--- src/rtl/id_pkg.sv ---
// Shared decode definitions for the ID stage: opcodes, ALU/immediate selectors, control word.
package id_pkg;

  typedef enum logic [3:0] {
    ALU_ADD, ALU_SUB, ALU_SLL, ALU_SLT, ALU_SLTU,
    ALU_XOR, ALU_SRL, ALU_SRA, ALU_OR, ALU_AND
  } alu_op_e;

  typedef enum logic [2:0] {
    IMM_NONE, IMM_I, IMM_S, IMM_B, IMM_U, IMM_J
  } imm_sel_e;

  localparam logic [1:0] OPA_RS1  = 2'd0;
  localparam logic [1:0] OPA_PC   = 2'd1;
  localparam logic [1:0] OPA_ZERO = 2'd2;
  localparam logic       OPB_RS2  = 1'b0;
  localparam logic       OPB_IMM  = 1'b1;

  localparam logic [6:0] OPC_LUI    = 7'b0110111;
  localparam logic [6:0] OPC_AUIPC  = 7'b0010111;
  localparam logic [6:0] OPC_JAL    = 7'b1101111;
  localparam logic [6:0] OPC_JALR   = 7'b1100111;
  localparam logic [6:0] OPC_BRANCH = 7'b1100011;
  localparam logic [6:0] OPC_LOAD   = 7'b0000011;
  localparam logic [6:0] OPC_STORE  = 7'b0100011;
  localparam logic [6:0] OPC_OPIMM  = 7'b0010011;
  localparam logic [6:0] OPC_OP     = 7'b0110011;
  localparam logic [6:0] OPC_FENCE  = 7'b0001111;
  localparam logic [6:0] OPC_SYSTEM = 7'b1110011;

  typedef struct packed {
    alu_op_e    alu_op;
    imm_sel_e   imm_sel;
    logic [1:0] op_a_sel;
    logic       op_b_sel;
    logic       load;
    logic       store;
    logic       branch;
    logic       jal;
    logic       jalr;
    logic       reg_write;
    logic       mem_to_reg;
  } ctrl_t;

  localparam int CTRL_W = $bits(ctrl_t);

  typedef struct packed {
    ctrl_t ctrl;
    logic  rs1_used;
    logic  rs2_used;
    logic  known;
  } dec_t;

  function automatic alu_op_e alu_from_funct(input logic [2:0] f3, input logic f7b5,
                                             input logic is_reg);
    case (f3)
      3'b000:  return (is_reg && f7b5) ? ALU_SUB : ALU_ADD;
      3'b001:  return ALU_SLL;
      3'b010:  return ALU_SLT;
      3'b011:  return ALU_SLTU;
      3'b100:  return ALU_XOR;
      3'b101:  return f7b5 ? ALU_SRA : ALU_SRL;
      3'b110:  return ALU_OR;
      default: return ALU_AND;
    endcase
  endfunction

  function automatic dec_t decode(input logic [31:0] instr);
    dec_t d;
    d = '0;
    d.ctrl.alu_op   = ALU_ADD;
    d.ctrl.imm_sel  = IMM_NONE;
    d.ctrl.op_a_sel = OPA_RS1;
    d.ctrl.op_b_sel = OPB_RS2;
    d.known         = 1'b1;
    case (instr[6:0])
      OPC_LUI: begin
        d.ctrl.imm_sel = IMM_U; d.ctrl.op_a_sel = OPA_ZERO; d.ctrl.op_b_sel = OPB_IMM;
        d.ctrl.reg_write = 1'b1;
      end
      OPC_AUIPC: begin
        d.ctrl.imm_sel = IMM_U; d.ctrl.op_a_sel = OPA_PC; d.ctrl.op_b_sel = OPB_IMM;
        d.ctrl.reg_write = 1'b1;
      end
      OPC_JAL: begin
        d.ctrl.imm_sel = IMM_J; d.ctrl.op_a_sel = OPA_PC; d.ctrl.op_b_sel = OPB_IMM;
        d.ctrl.jal = 1'b1; d.ctrl.reg_write = 1'b1;
      end
      OPC_JALR: begin
        d.ctrl.imm_sel = IMM_I; d.ctrl.op_b_sel = OPB_IMM;
        d.ctrl.jalr = 1'b1; d.ctrl.reg_write = 1'b1; d.rs1_used = 1'b1;
      end
      OPC_BRANCH: begin
        d.ctrl.alu_op = ALU_SUB; d.ctrl.imm_sel = IMM_B; d.ctrl.branch = 1'b1;
        d.rs1_used = 1'b1; d.rs2_used = 1'b1;
      end
      OPC_LOAD: begin
        d.ctrl.imm_sel = IMM_I; d.ctrl.op_b_sel = OPB_IMM; d.ctrl.load = 1'b1;
        d.ctrl.reg_write = 1'b1; d.ctrl.mem_to_reg = 1'b1; d.rs1_used = 1'b1;
      end
      OPC_STORE: begin
        d.ctrl.imm_sel = IMM_S; d.ctrl.op_b_sel = OPB_IMM; d.ctrl.store = 1'b1;
        d.rs1_used = 1'b1; d.rs2_used = 1'b1;
      end
      OPC_OPIMM: begin
        d.ctrl.alu_op = alu_from_funct(instr[14:12], instr[30], 1'b0);
        d.ctrl.imm_sel = IMM_I; d.ctrl.op_b_sel = OPB_IMM;
        d.ctrl.reg_write = 1'b1; d.rs1_used = 1'b1;
      end
      OPC_OP: begin
        d.ctrl.alu_op = alu_from_funct(instr[14:12], instr[30], 1'b1);
        d.ctrl.reg_write = 1'b1; d.rs1_used = 1'b1; d.rs2_used = 1'b1;
      end
      OPC_FENCE, OPC_SYSTEM: ;
      default: d.known = 1'b0;
    endcase
    return d;
  endfunction

endpackage

--- src/rtl/id_regfile.sv ---
// Architectural register file: 2 combinational read ports, 1 write port, x0 hardwired to zero.
module id_regfile
  import id_pkg::*;
#(
  parameter int XLEN  = 32,
  parameter int NREGS = 32
) (
  input  logic            clk,
  input  logic            rst,
  input  logic            we,
  input  logic [4:0]      waddr,
  input  logic [XLEN-1:0] wdata,
  input  logic [4:0]      raddr1,
  input  logic [4:0]      raddr2,
  output logic [XLEN-1:0] rdata1,
  output logic [XLEN-1:0] rdata2
);

  localparam int AW = $clog2(NREGS);

  logic [XLEN-1:0] regs_q [NREGS];

  function automatic logic in_range(input logic [4:0] a);
    return int'(a) < NREGS;
  endfunction

  always_ff @(posedge clk) begin
    if (rst) begin
      for (int i = 0; i < NREGS; i++) regs_q[i] <= '0;
    end else if (we && waddr != 5'd0 && in_range(waddr)) begin
      regs_q[waddr[AW-1:0]] <= wdata;
    end
  end

  // Out-of-range indices read as zero; the decoder flags them illegal anyway.
  always_comb begin
    rdata1 = '0;
    rdata2 = '0;
    if (raddr1 != 5'd0 && in_range(raddr1)) rdata1 = regs_q[raddr1[AW-1:0]];
    if (raddr2 != 5'd0 && in_range(raddr2)) rdata2 = regs_q[raddr2[AW-1:0]];
  end

endmodule

--- src/rtl/id_stage_pipe.sv ---
// RV32I decode stage with register file and a valid/ready ID/EX register.
// Optional macro ID_WB_BYPASS_EN: forward same-cycle writeback data instead of stalling.
module id_stage_pipe
  import id_pkg::*;
#(
  parameter int XLEN  = 32,
  parameter int NREGS = 32
) (
  input  logic              clk,
  input  logic              rst,
  input  logic              in_valid,
  output logic              in_ready,
  input  logic [31:0]       in_instr,
  input  logic [XLEN-1:0]   in_pc,
  input  logic              flush,
  input  logic              wb_en,
  input  logic [4:0]        wb_rd,
  input  logic [XLEN-1:0]   wb_data,
  input  logic              ex_load,
  input  logic [4:0]        ex_rd,
  output logic              out_valid,
  input  logic              out_ready,
  output logic [CTRL_W-1:0] out_ctrl,
  output logic [XLEN-1:0]   out_rs1_data,
  output logic [XLEN-1:0]   out_rs2_data,
  output logic [XLEN-1:0]   out_imm,
  output logic [XLEN-1:0]   out_pc,
  output logic [4:0]        out_rd,
  output logic [4:0]        out_rs1,
  output logic [4:0]        out_rs2,
  output logic              out_illegal
);

  localparam logic [0:0] S_EMPTY = 1'b0;
  localparam logic [0:0] S_FULL  = 1'b1;

  dec_t                   dec;
  logic [4:0]             rs1, rs2, rd;
  logic                   illegal_d;
  ctrl_t                  ctrl_d;
  logic signed [31:0]     imm32;
  logic [XLEN-1:0]        imm_d, rf_rd1, rf_rd2, rs1_data_d, rs2_data_d;
  logic                   load_use, wb_hazard, hazard, accept;
  logic [0:0]             state_q, state_d;

  ctrl_t                  ctrl_q;
  logic [XLEN-1:0]        rs1_data_q, rs2_data_q, imm_q, pc_q;
  logic [4:0]             rd_q, rs1_q, rs2_q;
  logic                   illegal_q;

  assign dec = decode(in_instr);
  assign rs1 = in_instr[19:15];
  assign rs2 = in_instr[24:20];
  assign rd  = in_instr[11:7];

  always_comb begin
    illegal_d = !dec.known
             || (dec.rs1_used && int'(rs1) >= NREGS)
             || (dec.rs2_used && int'(rs2) >= NREGS)
             || (dec.ctrl.reg_write && int'(rd) >= NREGS);
    ctrl_d = dec.ctrl;
    if (illegal_d) begin
      ctrl_d.reg_write = 1'b0;
      ctrl_d.store     = 1'b0;
    end
  end

  always_comb begin
    imm32 = '0;
    case (dec.ctrl.imm_sel)
      IMM_I:   imm32 = {{20{in_instr[31]}}, in_instr[31:20]};
      IMM_S:   imm32 = {{20{in_instr[31]}}, in_instr[31:25], in_instr[11:7]};
      IMM_B:   imm32 = {{19{in_instr[31]}}, in_instr[31], in_instr[7], in_instr[30:25],
                        in_instr[11:8], 1'b0};
      IMM_U:   imm32 = {in_instr[31:12], 12'b0};
      IMM_J:   imm32 = {{11{in_instr[31]}}, in_instr[31], in_instr[19:12], in_instr[20],
                        in_instr[30:21], 1'b0};
      default: imm32 = '0;
    endcase
  end

  // Signed source widens by sign extension when XLEN is 64.
  assign imm_d = XLEN'(imm32);

  id_regfile #(.XLEN(XLEN), .NREGS(NREGS)) u_regfile (
    .clk    (clk),
    .rst    (rst),
    .we     (wb_en),
    .waddr  (wb_rd),
    .wdata  (wb_data),
    .raddr1 (rs1),
    .raddr2 (rs2),
    .rdata1 (rf_rd1),
    .rdata2 (rf_rd2)
  );

`ifdef ID_WB_BYPASS_EN
  assign rs1_data_d = (wb_en && wb_rd == rs1 && rs1 != 5'd0) ? wb_data : rf_rd1;
  assign rs2_data_d = (wb_en && wb_rd == rs2 && rs2 != 5'd0) ? wb_data : rf_rd2;
  assign wb_hazard  = 1'b0;
`else
  assign rs1_data_d = rf_rd1;
  assign rs2_data_d = rf_rd2;
  assign wb_hazard  = wb_en && wb_rd != 5'd0
                   && ((dec.rs1_used && wb_rd == rs1) || (dec.rs2_used && wb_rd == rs2));
`endif

  assign load_use = ex_load && ex_rd != 5'd0
                 && ((dec.rs1_used && ex_rd == rs1) || (dec.rs2_used && ex_rd == rs2));
  assign hazard   = in_valid && (load_use || wb_hazard);
  assign in_ready = !rst && !flush && !hazard && (state_q == S_EMPTY || out_ready);
  assign accept   = in_valid && in_ready;

  always_comb begin
    state_d = state_q;
    if (flush)                              state_d = S_EMPTY;
    else if (accept)                        state_d = S_FULL;
    else if (state_q == S_FULL && out_ready) state_d = S_EMPTY;
  end

  // ID/EX register boundary
  always_ff @(posedge clk) begin
    if (rst) begin
      state_q    <= S_EMPTY;
      ctrl_q     <= '0;
      rs1_data_q <= '0;
      rs2_data_q <= '0;
      imm_q      <= '0;
      pc_q       <= '0;
      rd_q       <= '0;
      rs1_q      <= '0;
      rs2_q      <= '0;
      illegal_q  <= 1'b0;
    end else begin
      state_q <= state_d;
      if (accept) begin
        ctrl_q     <= ctrl_d;
        rs1_data_q <= rs1_data_d;
        rs2_data_q <= rs2_data_d;
        imm_q      <= imm_d;
        pc_q       <= in_pc;
        rd_q       <= rd;
        rs1_q      <= rs1;
        rs2_q      <= rs2;
        illegal_q  <= illegal_d;
      end
    end
  end

  assign out_valid    = (state_q == S_FULL);
  assign out_ctrl     = ctrl_q;
  assign out_rs1_data = rs1_data_q;
  assign out_rs2_data = rs2_data_q;
  assign out_imm      = imm_q;
  assign out_pc       = pc_q;
  assign out_rd       = rd_q;
  assign out_rs1      = rs1_q;
  assign out_rs2      = rs2_q;
  assign out_illegal  = illegal_q;

endmodule

--- config.mk ---
export PLATFORM = sky130hd
export DESIGN_NAME = id_stage_pipe
export DESIGN_NICKNAME = d
export VERILOG_FILES = /design/src/rtl/id_pkg.sv /design/src/rtl/id_regfile.sv /design/src/rtl/id_stage_pipe.sv
export SDC_FILE = /design/constraint.sdc
export NUM_CORES = 2
export LEC_CHECK = 0
export CAP_MARGIN = 20
export CORE_ASPECT_RATIO = 0.5
export CORE_MARGIN = 3
export CORE_UTILIZATION = 61
export DETAILED_ROUTE_END_ITERATION = 8
export GPL_TIMING_DRIVEN = 0
export HOLD_SLACK_MARGIN = 0.03
export PLACE_DENSITY = 0.82
export SYNTH_ARGS = -nofsm -noshare
export SYNTH_HDL_FRONTEND = slang
export SYNTH_HIERARCHICAL = 1
export SYNTH_SLANG_ARGS = --single-unit
--- constraint.sdc ---
create_clock -name clk -period 3.3 [get_ports clk]
set_input_delay 0.66 -clock clk [delete_from_list [all_inputs] [get_ports clk]]
set_output_delay 0.66 -clock clk [all_outputs]
set_load 0.05 [all_outputs]
==> run summary <==
run status: complete, but fails checks
failing checks: negative setup slack
Hold Slack: 0.294 ns
Period Utilization, post-route: 108%
min cycle time layout: 3.57 ns
Synth Instances: 4221
Top FF cell, synth: edfxtp_1
Hold Path Class: input port to flip-flop
crit path DAT: 4.02 ns
row count: 81
worst r2r src: u_regfile/regs_q[14][19]
clk sinks: 1185
Synth area leader: edfxtp_1
first-pass iteration count of the detailed router: 6
commonest cells in the netlist: edfxtp_1 (1024), and2_1 (999), mux4_2 (472)
headroom to the max-slew limit: 15.3%
first-pass GRT wire length: 327000 um
CP top delay family: simple AND/OR/NAND/NOR gates
GR Overflow Total: 0
Clock Latency Late Sink: 0.76 ns
Final HPWL DP: 170000 um
RSZ-0062 raised after global routing: yes
register area share after synthesis: 55.1%
Static Leak: 24.8 nW
cell area after synthesis: 61600 um^2
Synth top area share: 49.9%
die area: 105000 um^2
Die Height: 231 um
Yosys warning total: 6
Worst-path clk slew: 0.07 ns
cell with the most instances after synthesis: edfxtp_1
Core ar.: 98900 um^2
PwrDens: 501 nW/um^2
average size of a mapped cell: 14.6 um^2
fin util: 71.9%
DRT Wirelength: 240000 um
drt wl/cell: 39.3 um
Worst Path Class, Setup: input port to flip-flop
cts hold-fix bufs: 0
root buffer cell: clkbuf_16
Area Overhead vs Synth: 15.3%
Async SR Flop Fraction: 0%
H-tree lvl count: 3
Max VDD drop: 0.426 mV
total number of vias: 45303
Layout Skew: 0.0267 ns
# port buffers: 272
TNS Setup: -52.31 ns
post-route cell area: 71100 um^2
overall die width: 456 um
share of layout cells above drive strength 1: 22.7%
max incr delay on CP: 0.94 ns
Max FO, Critical Path: 20
final hold viol count: 0
Placement Setup Slack: -2.26 ns
CP Launch Point: wb_en
Residual DRC: 0
Vias/cell: 7.42
placed instance count: 5896
synth top area cells: edfxtp_1 (50%), mux4_2 (17%), and2_1 (10%), dfxtp_1 (5.2%), mux2i_1 (2.5%)
dpl cell area: 66800 um^2
Post-synth EDFFs: 1024
CTS tree: yes
largest net degree at the start of global routing: 33
cts bufs inserted: 107
RD Place Congestion: 1.03
max-slew violations: 0
# setup viols final: 600
FMAX: 280 MHz
post-route setup slack: -0.268 ns
GRT Total Usage: 45.1%
nets@finish: 4796
Initial Util: 62.3%
Final Power: 35.6 mW
crit end category: flip-flop
CP max stage cell: nor2_1
via count of the first global-routing pass: 44126
critical path buffer and inverter count: 2
Finished Layout Cells: 6108
crit start category: input port
synth unique cells: 71
I/O pin cnt: 276
clock buffer depth: 3
Critical Path RT: 3.75 ns
hold path startpoint: in_instr[15]
Tightest Pin Transition: 1.27 ns
Cell Chain, Critical Path: clkdlybuf4s50_1 -> nand4b_1 -> nor2_1 -> or2_2 -> buf_12
Detail Route Antenna Nets: 0
1st-iter DRT viols: 9169
#FFs+latches synth: 1185
# Max-Cap Violations: 0
initial antenna violation count: 13
==> per-layer routing <==
layer | vias to the layer above | wire, um | track usage, %
met2 | 4807 | 97900 | 62.5
met5 | - | 477 | 3.12
met4 | 18 | 15600 | 23.5
met1 | 22496 | 77400 | 55.8
li1 | 17012 | - | -
met3 | 970 | 48700 | 26.1
==> report_power, final <==
part | internal [mW] | switching (mW)
registers | 17.1 | 0.472
logic | 2.05 | 3.24
clock network | 6.87 | 5.88
==> area by class of cell <==
class | count | area [um^2]
inverters | 5 | 18.8
plain buffers | 435 | 2250
repair buffers | 329 | 3570
clock inverters | 48 | 409
fillers | 6494 | 27800
flip-flops and latches | 1185 | 34000
multi-input cells | 2620 | 26100
clock buffers | 150 | 3060
diodes | 8 | 20.0
well taps | 1328 | 1660
==> sequential cells by signal, indices dropped and copies added, names as in the netlist <==
signal and flops:
out_rs1_data 32, out_rs1 5, out_ctrl 16, out_valid 1, out_rs2_data 32, out_rd 5, u_regfile/regs_q 1024, out_rs2 5
out_imm 32, out_pc 32, out_illegal 1
==> placed cells by master (no fill, tap or decap), drive strengths merged, types with 8 or more instances in the layout <==
cell / Yosys / routed
a2111oi: 55 / 55
a211oi: 12 / 12
a21oi: 40 / 40
a22o: 51 / 51
a22oi: 21 / 21
a31o: 11 / 11
and2: 999 / 999
buf: 145 / 196
clkbuf: 299 / 452
clkdlybuf4s50: 0 / 249
clkinv: 0 / 34
conb: 1 / 32
dfxtp: 161 / 161
diode: 0 / 8
dlygate4sd2: 0 / 8
edfxtp: 1024 / 1024
inv: 5 / 8
mux2: 168 / 168
mux2i: 154 / 154
mux4: 472 / 472
nand2: 41 / 41
nand2b: 10 / 10
nand3: 14 / 14
nor2: 54 / 54
nor2b: 156 / 156
nor3: 56 / 56
nor4: 23 / 23
o21ai: 11 / 11
o22ai: 103 / 103
or2: 37 / 39
xnor2: 16 / 16
==> worst reg2reg max path, stage by stage (launching register included) <==
cell	delay [ns]
edfxtp_1	0.42
mux4_2	0.49
a22o_1	0.28
a2111oi_2	0.51
nor3_1	0.15
buf_4	0.23
mux2_2	0.27
==> what timing repair did <==
action	4_1_cts	5_1_grt
endpoints found under the setup margin	747	272
gates cloned	0	2
resized for setup	199	54
pin swaps	5	6
setup buffers	4	1
==> path summary, 6_finish.rpt <==
| kind | endpoint | slack [ns] | cells after the start |
|---|---|---|---|
| min reg2reg | out_rd[0] | 0.47 | 2 |
| max | u_regfile/regs_q[27][25] | -0.27 | 5 |
| max reg2reg | out_rs1_data[19] | 0.85 | 6 |
| min | out_rs1[0] | 0.29 | 2 |
==> cell families after synthesis <==
group	synth area share [%]
compound gates	4.14
mux	22.8
simple gates	14.2
flops	55.1
xor+xnor	0.284
buf+inv	3.44
other cells	0.00608
Note: power is estimated with default switching activity, not from simulation.
